File: src/rtl/dvi_timing_gen_if.sv
// DVI raster timing bundle: config-done input plus sync/DE/coordinate outputs.
interface dvi_timing_gen_if #(
    parameter int unsigned CNT_W = 10
) ();
    logic             Cfg_done;
    logic             Hsync;
    logic             Vsync;
    logic             De;
    logic             Req;
    logic [CNT_W-1:0] Pix_x;
    logic [CNT_W-1:0] Pix_y;
    logic             Line_start;
    logic             Frame_start;
    logic             Running;

    // Timing generator side
    modport master (
        input  Cfg_done,
        output Hsync, Vsync, De, Req, Pix_x, Pix_y, Line_start, Frame_start, Running
    );

    // Config block / pixel sink side
    modport slave (
        output Cfg_done,
        input  Hsync, Vsync, De, Req, Pix_x, Pix_y, Line_start, Frame_start, Running
    );
endinterface

File: src/rtl/dvi_timing_gen.sv
// Raster timing generator: waits for transmitter config, settles, then runs
// continuous sync / data-enable / coordinate timing with a one-cycle-early Req.
module dvi_timing_gen #(
    parameter int unsigned H_ACTIVE      = 640,
    parameter int unsigned H_FP          = 16,
    parameter int unsigned H_SYNC        = 96,
    parameter int unsigned H_BP          = 48,
    parameter int unsigned V_ACTIVE      = 480,
    parameter int unsigned V_FP          = 10,
    parameter int unsigned V_SYNC        = 2,
    parameter int unsigned V_BP          = 33,
    parameter logic        HS_POL        = 1'b0,
    parameter logic        VS_POL        = 1'b0,
    parameter int unsigned SETTLE_CYCLES = 1024,
    parameter int unsigned CNT_W         = 10
) (
    input  logic               Clk,
    input  logic               Reset_n,
    dvi_timing_gen_if.master   vid
);

    localparam int unsigned H_TOTAL  = H_ACTIVE + H_FP + H_SYNC + H_BP;
    localparam int unsigned V_TOTAL  = V_ACTIVE + V_FP + V_SYNC + V_BP;
    localparam int unsigned HS_START = H_ACTIVE + H_FP;
    localparam int unsigned HS_END   = H_ACTIVE + H_FP + H_SYNC;
    localparam int unsigned VS_START = V_ACTIVE + V_FP;
    localparam int unsigned VS_END   = V_ACTIVE + V_FP + V_SYNC;
    localparam int unsigned S_W      = $clog2(SETTLE_CYCLES + 1);

    typedef enum logic [1:0] {
        WAIT_CFG = 2'd0,
        SETTLE   = 2'd1,
        RUN      = 2'd2
    } state_e;

    state_e             state_q, state_d;
    logic [S_W-1:0]     s_cnt_q, s_cnt_d;
    logic [CNT_W-1:0]   h_cnt_q, h_cnt_d;
    logic [CNT_W-1:0]   v_cnt_q, v_cnt_d;

    logic               de_q, req_q, line_start_q, frame_start_q, running_q;
    logic               hsync_q, vsync_q;
    logic [CNT_W-1:0]   pix_x_q, pix_y_q;

    logic               run_q_c, run_d_c;
    logic               act_q_c, act_d_c;
    logic               hs_act_c, vs_act_c;

    // State and raster counters
    always_ff @(posedge Clk or negedge Reset_n) begin
        if (!Reset_n) begin
            state_q <= WAIT_CFG;
            s_cnt_q <= '0;
            h_cnt_q <= '0;
            v_cnt_q <= '0;
        end else begin
            state_q <= state_d;
            s_cnt_q <= s_cnt_d;
            h_cnt_q <= h_cnt_d;
            v_cnt_q <= v_cnt_d;
        end
    end

    // Next state; counters are zero everywhere except while staying in RUN
    always_comb begin
        state_d = state_q;
        s_cnt_d = '0;
        h_cnt_d = '0;
        v_cnt_d = '0;
        case (state_q)
            WAIT_CFG: begin
                if (vid.Cfg_done) state_d = SETTLE;
            end
            SETTLE: begin
                if (!vid.Cfg_done) begin
                    state_d = WAIT_CFG;
                end else if (s_cnt_q == S_W'(SETTLE_CYCLES - 1)) begin
                    state_d = RUN;
                end else begin
                    s_cnt_d = s_cnt_q + S_W'(1);
                end
            end
            RUN: begin
                if (!vid.Cfg_done) begin
                    state_d = WAIT_CFG;
                end else if (h_cnt_q == CNT_W'(H_TOTAL - 1)) begin
                    h_cnt_d = '0;
                    v_cnt_d = (v_cnt_q == CNT_W'(V_TOTAL - 1)) ? '0 : v_cnt_q + CNT_W'(1);
                end else begin
                    h_cnt_d = h_cnt_q + CNT_W'(1);
                    v_cnt_d = v_cnt_q;
                end
            end
            default: state_d = WAIT_CFG;
        endcase
    end

    // Region decodes on the current and the next counter state
    always_comb begin
        run_q_c  = (state_q == RUN);
        run_d_c  = (state_d == RUN);
        act_q_c  = (h_cnt_q < CNT_W'(H_ACTIVE)) && (v_cnt_q < CNT_W'(V_ACTIVE));
        act_d_c  = (h_cnt_d < CNT_W'(H_ACTIVE)) && (v_cnt_d < CNT_W'(V_ACTIVE));
        hs_act_c = (h_cnt_q >= CNT_W'(HS_START)) && (h_cnt_q < CNT_W'(HS_END));
        vs_act_c = (v_cnt_q >= CNT_W'(VS_START)) && (v_cnt_q < CNT_W'(VS_END));
    end

    // Registered outputs; Req uses the next-state decode so it leads De by one cycle
    always_ff @(posedge Clk or negedge Reset_n) begin
        if (!Reset_n) begin
            de_q          <= 1'b0;
            req_q         <= 1'b0;
            line_start_q  <= 1'b0;
            frame_start_q <= 1'b0;
            running_q     <= 1'b0;
            hsync_q       <= ~HS_POL;
            vsync_q       <= ~VS_POL;
            pix_x_q       <= '0;
            pix_y_q       <= '0;
        end else begin
            req_q         <= run_d_c && act_d_c;
            running_q     <= run_d_c;
            de_q          <= run_q_c && act_q_c;
            line_start_q  <= run_q_c && act_q_c && (h_cnt_q == '0);
            frame_start_q <= run_q_c && (h_cnt_q == '0) && (v_cnt_q == '0);
            hsync_q       <= (run_q_c && hs_act_c) ? HS_POL : ~HS_POL;
            vsync_q       <= (run_q_c && vs_act_c) ? VS_POL : ~VS_POL;
            if (!run_q_c) begin
                pix_x_q <= '0;
                pix_y_q <= '0;
            end else if (act_q_c) begin
                pix_x_q <= h_cnt_q;
                pix_y_q <= v_cnt_q;
            end
        end
    end

    assign vid.De          = de_q;
    assign vid.Req         = req_q;
    assign vid.Line_start  = line_start_q;
    assign vid.Frame_start = frame_start_q;
    assign vid.Running     = running_q;
    assign vid.Hsync       = hsync_q;
    assign vid.Vsync       = vsync_q;
    assign vid.Pix_x       = pix_x_q;
    assign vid.Pix_y       = pix_y_q;

endmodule

File: src/flat_wrapper.sv
// flat-port wrapper written by rule: the top's interface ports become plain ports
module dvi_timing_gen_flat 
#(
    parameter int unsigned H_ACTIVE      = 640,
    parameter int unsigned H_FP          = 16,
    parameter int unsigned H_SYNC        = 96,
    parameter int unsigned H_BP          = 48,
    parameter int unsigned V_ACTIVE      = 480,
    parameter int unsigned V_FP          = 10,
    parameter int unsigned V_SYNC        = 2,
    parameter int unsigned V_BP          = 33,
    parameter logic        HS_POL        = 1'b0,
    parameter logic        VS_POL        = 1'b0,
    parameter int unsigned SETTLE_CYCLES = 1024,
    parameter int unsigned CNT_W         = 10
)
  (Clk, Reset_n, vid_Cfg_done, vid_Hsync, vid_Vsync, vid_De, vid_Req, vid_Pix_x, vid_Pix_y, vid_Line_start, vid_Frame_start, vid_Running);
  dvi_timing_gen_if #(.CNT_W(CNT_W)) vid_i ();
  input  logic Clk;
  input  logic Reset_n;
  input wire logic [$bits(vid_i.Cfg_done)-1:0] vid_Cfg_done;
  output wire logic [$bits(vid_i.Hsync)-1:0] vid_Hsync;
  output wire logic [$bits(vid_i.Vsync)-1:0] vid_Vsync;
  output wire logic [$bits(vid_i.De)-1:0] vid_De;
  output wire logic [$bits(vid_i.Req)-1:0] vid_Req;
  output wire logic [$bits(vid_i.Pix_x)-1:0] vid_Pix_x;
  output wire logic [$bits(vid_i.Pix_y)-1:0] vid_Pix_y;
  output wire logic [$bits(vid_i.Line_start)-1:0] vid_Line_start;
  output wire logic [$bits(vid_i.Frame_start)-1:0] vid_Frame_start;
  output wire logic [$bits(vid_i.Running)-1:0] vid_Running;
  assign vid_i.Cfg_done = vid_Cfg_done;
  assign vid_Hsync = vid_i.Hsync;
  assign vid_Vsync = vid_i.Vsync;
  assign vid_De = vid_i.De;
  assign vid_Req = vid_i.Req;
  assign vid_Pix_x = vid_i.Pix_x;
  assign vid_Pix_y = vid_i.Pix_y;
  assign vid_Line_start = vid_i.Line_start;
  assign vid_Frame_start = vid_i.Frame_start;
  assign vid_Running = vid_i.Running;
  dvi_timing_gen #(.H_ACTIVE(H_ACTIVE), .H_FP(H_FP), .H_SYNC(H_SYNC), .H_BP(H_BP), .V_ACTIVE(V_ACTIVE), .V_FP(V_FP), .V_SYNC(V_SYNC), .V_BP(V_BP), .HS_POL(HS_POL), .VS_POL(VS_POL), .SETTLE_CYCLES(SETTLE_CYCLES), .CNT_W(CNT_W)) u_core (.Clk(Clk), .Reset_n(Reset_n), .vid(vid_i));
endmodule
File: config.mk
export PLATFORM = sky130hd
export DESIGN_NAME = dvi_timing_gen_flat
export DESIGN_NICKNAME = d
export VERILOG_FILES = /design/src/rtl/dvi_timing_gen_if.sv /design/src/rtl/dvi_timing_gen.sv /design/src/flat_wrapper.sv
export SDC_FILE = /design/constraint.sdc
export NUM_CORES = 1
export LEC_CHECK = 0
export ABC_AREA = 1
export BUFFER_PORTS_ARGS = -buffer_cell sky130_fd_sc_hd__buf_2
export CAP_MARGIN = 10
export CELL_PAD_IN_SITES_DETAIL_PLACEMENT = 1
export CELL_PAD_IN_SITES_GLOBAL_PLACEMENT = 2
export CORE_ASPECT_RATIO = 0.5
export CORE_MARGIN = 2
export CORE_UTILIZATION = 38
export DETAILED_ROUTE_END_ITERATION = 8
export PLACE_DENSITY_LB_ADDON = 0.1
export SLEW_MARGIN = 20
export SYNTH_ARGS = -nofsm -noshare
export SYNTH_HDL_FRONTEND = slang
export SYNTH_SLANG_ARGS = --single-unit
File: constraint.sdc
create_clock -name Clk -period 3.3 [get_ports Clk]
set_input_delay 0.165 -clock Clk [delete_from_list [all_inputs] [get_ports Clk]]
set_output_delay 0.165 -clock Clk [all_outputs]
set_load 0.005 [all_outputs]
==> results.yml, run 1 <==
detailed_routing:
  first_iter_violations: 82
  antenna_nets_post_route: 0
  total_vias_in_the_final_route: 2347
  route.detailed.wl_per_inst_um: 15.7
  vias_per_cell: 5.08
  drc: 0
  postRouteWirelength_um: 7270
  dr.pass1.iters: 4
die:
  die_w_um: 126
  io_pins: 30
  floorplan.core_area_mm2: 0.00727
  core.rowCount: 22
  floorplan.die_area_mm2: 0.00817
  initial_core_util_pct: 38.8
  dieHeight_um: 64.9
sta:
  drv_slew: 0
  max_slew.worst_pin.slew_ns: 0.723
  hold_violations: 0
  setup_violation_total_in_the_final_timing_report: 0
  finalCritPeriodShare_pct: 64.6
  grt_setup_unrepaired: "no"
  slew_headroom_pct: 51.7
  final.setup_skew_ns: 0.00384
  period_minus_slack_ns: 2.13
  finalSetupTns_ns: 0
  achievable-frequency_mhz: 469
logic_synthesis:
  postSynthAreaPerCell_um2: 8.65
  synth_cell_type_count: 33
  post_syn_area_mm2: 0.00282
  ys_warn_count: 0
  syn-instance-count: 326
  synth_seq_area_share_pct: 53.4
  ys_ff_latch: 60
  synth_nets: 334
setup_path:
  worst-setup-path-type: "register to register"
  crit_path_max_incr_delay_ns: 0.65
  cp-end-kind: "register"
  reg2reg_slack_ns: 1.17
  cp_data_arrival_time_ns: 2.35
  critical_path_cell_with_the_highest_stage_delay: "nand3_1"
  crit_chain: "nor2_4 > nand3_1 > o21ai_0"
  worst-endpoint-required_ns: 3.52
  worst-path-max-fanout: 23
  timing.critical_path.from_type: "register"
run_status:
  status: "finished, final reports clean"
layout:
  syn_to_final_growth_pct: 19.6
  final-seq-area_mm2: 0.00150
  layout.cells.non_filler: 462
  layout.cells.most_common: "dfrtp_1"
  fraction_of_final_layout_cells_sized_beyond_drive_strength_1_pct: 18.6
  fin_nets: 369
  final_antenna_diode_count: 0
  multi_input_comb_area_mm2: 0.00111
  final_util_pct: 46.4
  filler_cell_count: 910
  layout_common_cells: "dfrtp_1 (58), nand2_1 (54), nand3_1 (44)"
power_and_ir_drop:
  switching_share_pct: 20.7
  total_leakage_power_nw: 1.60
  cellInternalPower_mw: 1.37
  vdd_drop_max_v: 0.000246
  combinationalPowerShare_pct: 1.9
  seq_power_share_pct: 43.1
  clk_network_pwr_share_pct: 55.0
  power_per_cell_area_mw_per_mm2: 513
  switchingPower_uw: 359
cts:
  ctsHtreeMaxLevel: 3
  cts_setup_buffers: 0
  clkLatencyLatePin_ns: 0.32
  tritoncts_num_sinks: 60
  cts.root.buffer_cell: "clkbuf_16"
  cts_tree: "built"
  cts_buffer_depth: 2
  clkSlewWorstSetupHoldPaths_ns: 0.05
  cts_made_buffers: 9
global_routing:
  antenna_found_initial: 0
  via_count_of_the_first_global_routing_pass: 2442
  globalRoute.totalOverflow: 0
  all_layer_global_routing_usage_pct: 20.1
  grt_max_degree: 41
  grt_first_pass_wirelength_um: 12500
worst_hold_path:
  min_path_type: "input pin to register"
place:
  dp.final_hpwl_um: 5410
  place.gp.congestion: 0.807
  dp.cells: 445
  place.port_buffers: 29
flow_run:
  cap_viol_max_count: 0
==> critical path, delay by kind of cell (launching register included) <==
family	cells	cell delay, ns
AOI/OAI and AO/OA	1	0.42
DFF	1	0.43
and+or+nand+nor	2	1.16
==> metrics by stage <==
stage / setup slack (ns) / total power [mW] / area [um2] / hold slack (ns)
6_report: 1.17 / 1.73 / 3370 / 0.154
5_1_grt: 0.937 / 1.79 / 3370 / 0.176
4_1_cts: 1.11 / 1.76 / 3370 / 0.149
3_5_place_dp: 1.15 / 0.791 / 3060 / 0.168
3_3_place_gp: 1.28 / 0.788 / 3060 / 0.144
2_1_floorplan: 1.87 / 0.767 / 2820 / -0.131
==> final timing paths <==
| path | startpoint | end | cells past startpoint |
|---|---|---|---|
| worst max-delay path | u_core.state_q[0]$_DFF_PN0_ | u_core.vid.Pix_y[7]$_DFFE_PN0P_ | 3 |
| worst min-delay path | vid_Cfg_done | u_core.s_cnt_q[10]$_DFF_PN0_ | 3 |
| worst max register to register | u_core.state_q[0]$_DFF_PN0_ | u_core.vid.Pix_y[7]$_DFFE_PN0P_ | 3 |
| worst min register to register | u_core.s_cnt_q[0]$_DFF_PN0_ | u_core.s_cnt_q[0]$_DFF_PN0_ | 1 |
| max in group asynchronous | Reset_n | u_core.vid.Vsync$_DFF_PN1_ | 3 |
| min in group asynchronous | Reset_n | u_core.s_cnt_q[8]$_DFF_PN0_ | 2 |
==> power by group through the flow <==
stage | clock network [mW] | logic [mW] | registers [mW]
after floorplan | 0 | 0.0102 | 0.757
after global placement | 0 | 0.0311 | 0.757
after detailed placement | 0 | 0.0330 | 0.758
after CTS | 0.976 | 0.0340 | 0.745
after global routing | 1.01 | 0.0376 | 0.745
final | 0.951 | 0.0320 | 0.745
==> registers in the layout, summed over array words and instances, names as in the netlist, 2 cells and up <==
register          flops
u_core.vid.Pix_x     10
u_core.state_q        2
u_core.h_cnt_q       10
u_core.s_cnt_q       11
u_core.v_cnt_q       10
u_core.vid.Pix_y     10
==> repair_timing <==
action | CTS | global route
resized for setup | 0 | 0
hold endpoints to repair | 20 | 0
hold buffers | 1 | 0
==> Yosys cell counts (all sizes together) <==
library cell / number / area [um2]
dfrtp: 58 / 1450
nand2: 57 / 221
inv: 45 / 169
nand3: 44 / 220
nor2: 42 / 193
o21ai: 25 / 125
nand4: 8 / 50.1
buf: 6 / 31.3
ha: 5 / 62.6
nor3: 5 / 30.0
a21oi: 4 / 20.0
o22ai: 4 / 25.0
xor2: 4 / 35.0
a211oi: 3 / 22.5
nor3b: 3 / 27.5
a31oi: 2 / 12.5
and3: 2 / 12.5
dfstp: 2 / 52.6
xnor2: 2 / 17.5
a2111oi: 1 / 15.0
clkbuf: 1 / 3.75
nand3b: 1 / 7.51
o31ai: 1 / 7.51
or3: 1 / 6.26
==> final cells by class <==
class	instances	share of cell area (%)
timing repair buffer	31	4.83
clock inverter	4	1.41
tap	96	3.56
inverter	45	5.01
multi-input combinational	214	33.0
sequential	60	44.6
clock buffer	12	7.61
==> kinds of logic (layout without fill, tap and decap cells) <==
logic type      after synthesis  count (layout)  synth area share (%)
compound gates               40              40                  8.08
xor+xnor                      6               6                  1.86
fa+ha+maj                     5               5                  2.22
buf+inv                      52              92                  7.23
flops                        60              60                  53.4
simple gates                163             163                  27.3
==> metal layers <==
layer,track usage [%],vias to the layer above,share of wire (%)
li1,-,1143,-
met1,26.9,1161,51
met2,32.2,35,45
met3,5.53,8,3.5
met4,5.91,0,0.73
met5,0,-,0
(Power assumes the default switching activity.)
==> run 2, diff against run 1 <==
- CORE_UTILIZATION: 38 -> 32
- clock period: 3.3 -> 1.77 ns (I/O delays scaled with it)
==> run 2 against run 1 <==
Power rose by 86%. Clock power rose by 85%. Routed wire length rose by 7.1%. Fmax rose by 30%. Setup slack got worse by 1.0 ns. Non-clock buffer count rose by 12. First-iteration DRC count fell by 17%. Global-route usage fell by 1.7 points.
==> results.yml, run 2 (same netlist as run 1, synthesis figures left out) <==
worst_hold_path:
  min_path_type: "input pin to register"
  min_delay_worst_endpoint: "u_core.s_cnt_q[10]$_DFF_PN0_"
  hold_start: "vid_Cfg_done"
  hold-path-cell-count: 3
sta:
  finalSetupTns_ns: 0
  achievable-frequency_mhz: 609
  max_slew.worst_pin.slew_ns: 0.323
  finalWorstSetupSlack_ns: 0.128
  grt_setup_unrepaired: "no"
  final.setup_skew_ns: 0.00399
  finalCritPeriodShare_pct: 92.7
  period_minus_slack_ns: 1.64
  drv_slew: 0
  setup_violation_total_in_the_final_timing_report: 0
  hold_violations: 0
  slew_headroom_pct: 78.3
cts:
  ctsHtreeMaxLevel: 3
  clkLatencyLatePin_ns: 0.32
  tritoncts_num_sinks: 60
  cts_buffer_depth: 2
  cts.root.buffer_cell: "clkbuf_16"
  cts_tree: "built"
  clkSlewWorstSetupHoldPaths_ns: 0.05
  cts_made_buffers: 9
global_routing:
  via_count_of_the_first_global_routing_pass: 2501
  all_layer_global_routing_usage_pct: 18.3
  globalRoute.totalOverflow: 0
  grt_max_degree: 33
  antenna_found_initial: 0
  grt_first_pass_wirelength_um: 13300
place:
  dp.cells: 474
  detailedPlace.worstSlack_ns: 0.0127
  dp.final_hpwl_um: 5890
  place.gp.congestion: 0.834
  place.port_buffers: 29
  area_post_placement_mm2: 0.00319
power_and_ir_drop:
  vdd_drop_max_v: 0.000416
  power.total_mw: 3.22
  switchingPower_uw: 657
  clk_network_pwr_share_pct: 54.7
  switching_share_pct: 20.4
  seq_power_share_pct: 43.2
  total_leakage_power_nw: 1.68
  combinationalPowerShare_pct: 2.1
  cellInternalPower_mw: 2.56
  power_per_cell_area_mw_per_mm2: 901
die:
  floorplan.core_area_mm2: 0.00862
  dieHeight_um: 70.4
  floorplan.die_area_mm2: 0.00962
  initial_core_util_pct: 32.7
  die_w_um: 137
  io_pins: 30
  core.rowCount: 24
detailed_routing:
  postRouteWirelength_um: 7790
  total_vias_in_the_final_route: 2368
  dr.pass1.iters: 4
  route.detailed.wl_per_inst_um: 15.7
  drc: 0
  first_iter_violations: 68
  antenna_nets_post_route: 0
  vias_per_cell: 4.78
setup_path:
  worst-endpoint-required_ns: 2.00
  capture_instance_of_the_worst_register_to_register_path: "u_core.v_cnt_q[3]$_DFFE_PN0P_"
  cpLargestDelayFamily: "simple AND/OR/NAND/NOR gates"
  crit_path_max_incr_delay_ns: 0.38
  critical_path_buffers_and_inverters: 1
  r2r_cells: 7
  cp-end-kind: "register"
  critical_path_cell_with_the_highest_stage_delay: "dfrtp_1"
  worst-path-max-fanout: 5
  crit_chain: "ha_1 > inv_1 > nor2_4 > nand2_1 > nor2_4 > nand3_1 > o22ai_1"
  worst-setup-path-type: "register to register"
  critPathMostFrequentCell: "nor2_4"
  rr_startpoint: "u_core.h_cnt_q[1]$_DFF_PN0_"
  cp_data_arrival_time_ns: 1.87
  reg2reg_slack_ns: 0.13
  timing.critical_path.from_type: "register"
layout:
  fin_nets: 381
  layout.cells.non_filler: 495
  final_antenna_diode_count: 0
  fraction_of_final_layout_cells_sized_beyond_drive_strength_1_pct: 22.0
  layout_common_cells: "dfrtp_1 (58), nand2_1 (54), nand3_1 (43)"
  finalInstanceArea_mm2: 0.00357
  syn_to_final_growth_pct: 26.6
  largest-register: "u_core.s_cnt_q"
  flip_flop_count_of_the_largest_register_after_layout: 11
  layout.cells.most_common: "dfrtp_1"
run_status:
  status: "finished, final reports clean"
flow_run:
  cap_viol_max_count: 0
## run 2: worst min-delay path: cells and delay by family
family / cells / cell delay (ns)
AO/OA/AOI/OAI: 1 / 0.04
buffers and inverters: 1 / 0.14
AND/OR/NAND/NOR: 1 / 0.09
## run 2: worst max-delay path by stage
stage	startpoint	endpoint	cells past startpoint
5_1_grt	u_core.v_cnt_q[1]$_DFFE_PN0P_	u_core.vid.Req$_DFF_PN0_	10
6_report	u_core.h_cnt_q[1]$_DFF_PN0_	u_core.v_cnt_q[3]$_DFFE_PN0P_	7
4_1_cts	u_core.h_cnt_q[0]$_DFF_PN0_	u_core.vid.Req$_DFF_PN0_	11
2_1_floorplan	u_core.h_cnt_q[0]$_DFF_PN0_	u_core.vid.Req$_DFF_PN0_	11
3_5_place_dp	u_core.h_cnt_q[0]$_DFF_PN0_	u_core.vid.Req$_DFF_PN0_	9
3_3_place_gp	u_core.h_cnt_q[0]$_DFF_PN0_	u_core.vid.Req$_DFF_PN0_	10
## run 2: what timing repair did
action,CTS,global route
endpoints found under the setup margin,2,7
hold endpoints to repair,39,0
hold buffers,1,0
setup buffers,0,4
gates resized for setup,2,5
pin swaps,0,3
## run 2: layer usage
layer / wire [um] / vias up / track usage (%)
met5: 0 / - / 0
met4: 62 / 0 / 4.86
met3: 235 / 9 / 5.59
met2: 3460 / 27 / 27.8
met1: 4030 / 1166 / 25.5
li1: - / 1166 / -
## run 2: per-stage QoR
stage          utilization (%)  hold slack (ns)
3_5_place_dp              37.0         -0.00839
3_3_place_gp              37.0          -0.0122
5_1_grt                   41.4           0.0828
2_1_floorplan                -           -0.207
4_1_cts                   40.8           0.0510
6_report                  41.4           0.0689
## run 2: cell type report
| class | count | area (um2) |
|---|---|---|
| fill | 1013 | 5050 |
| inverter | 45 | 169 |
| multi-input combinational | 214 | 1140 |
| clock buffer | 12 | 256 |
| tap | 117 | 146 |
| clock inverter | 4 | 47.5 |
| sequential | 60 | 1500 |
| timing repair buffer | 43 | 303 |
## run 2: power by group through the flow
stage          clock network (mW)  logic (mW)  registers (mW)
3_5_place_dp                    0      0.0690            1.41
2_1_floorplan                   0      0.0190            1.41
5_1_grt                      1.89      0.0797            1.39
6_report                     1.76      0.0679            1.39
4_1_cts                      1.82      0.0715            1.39
3_3_place_gp                    0      0.0664            1.41
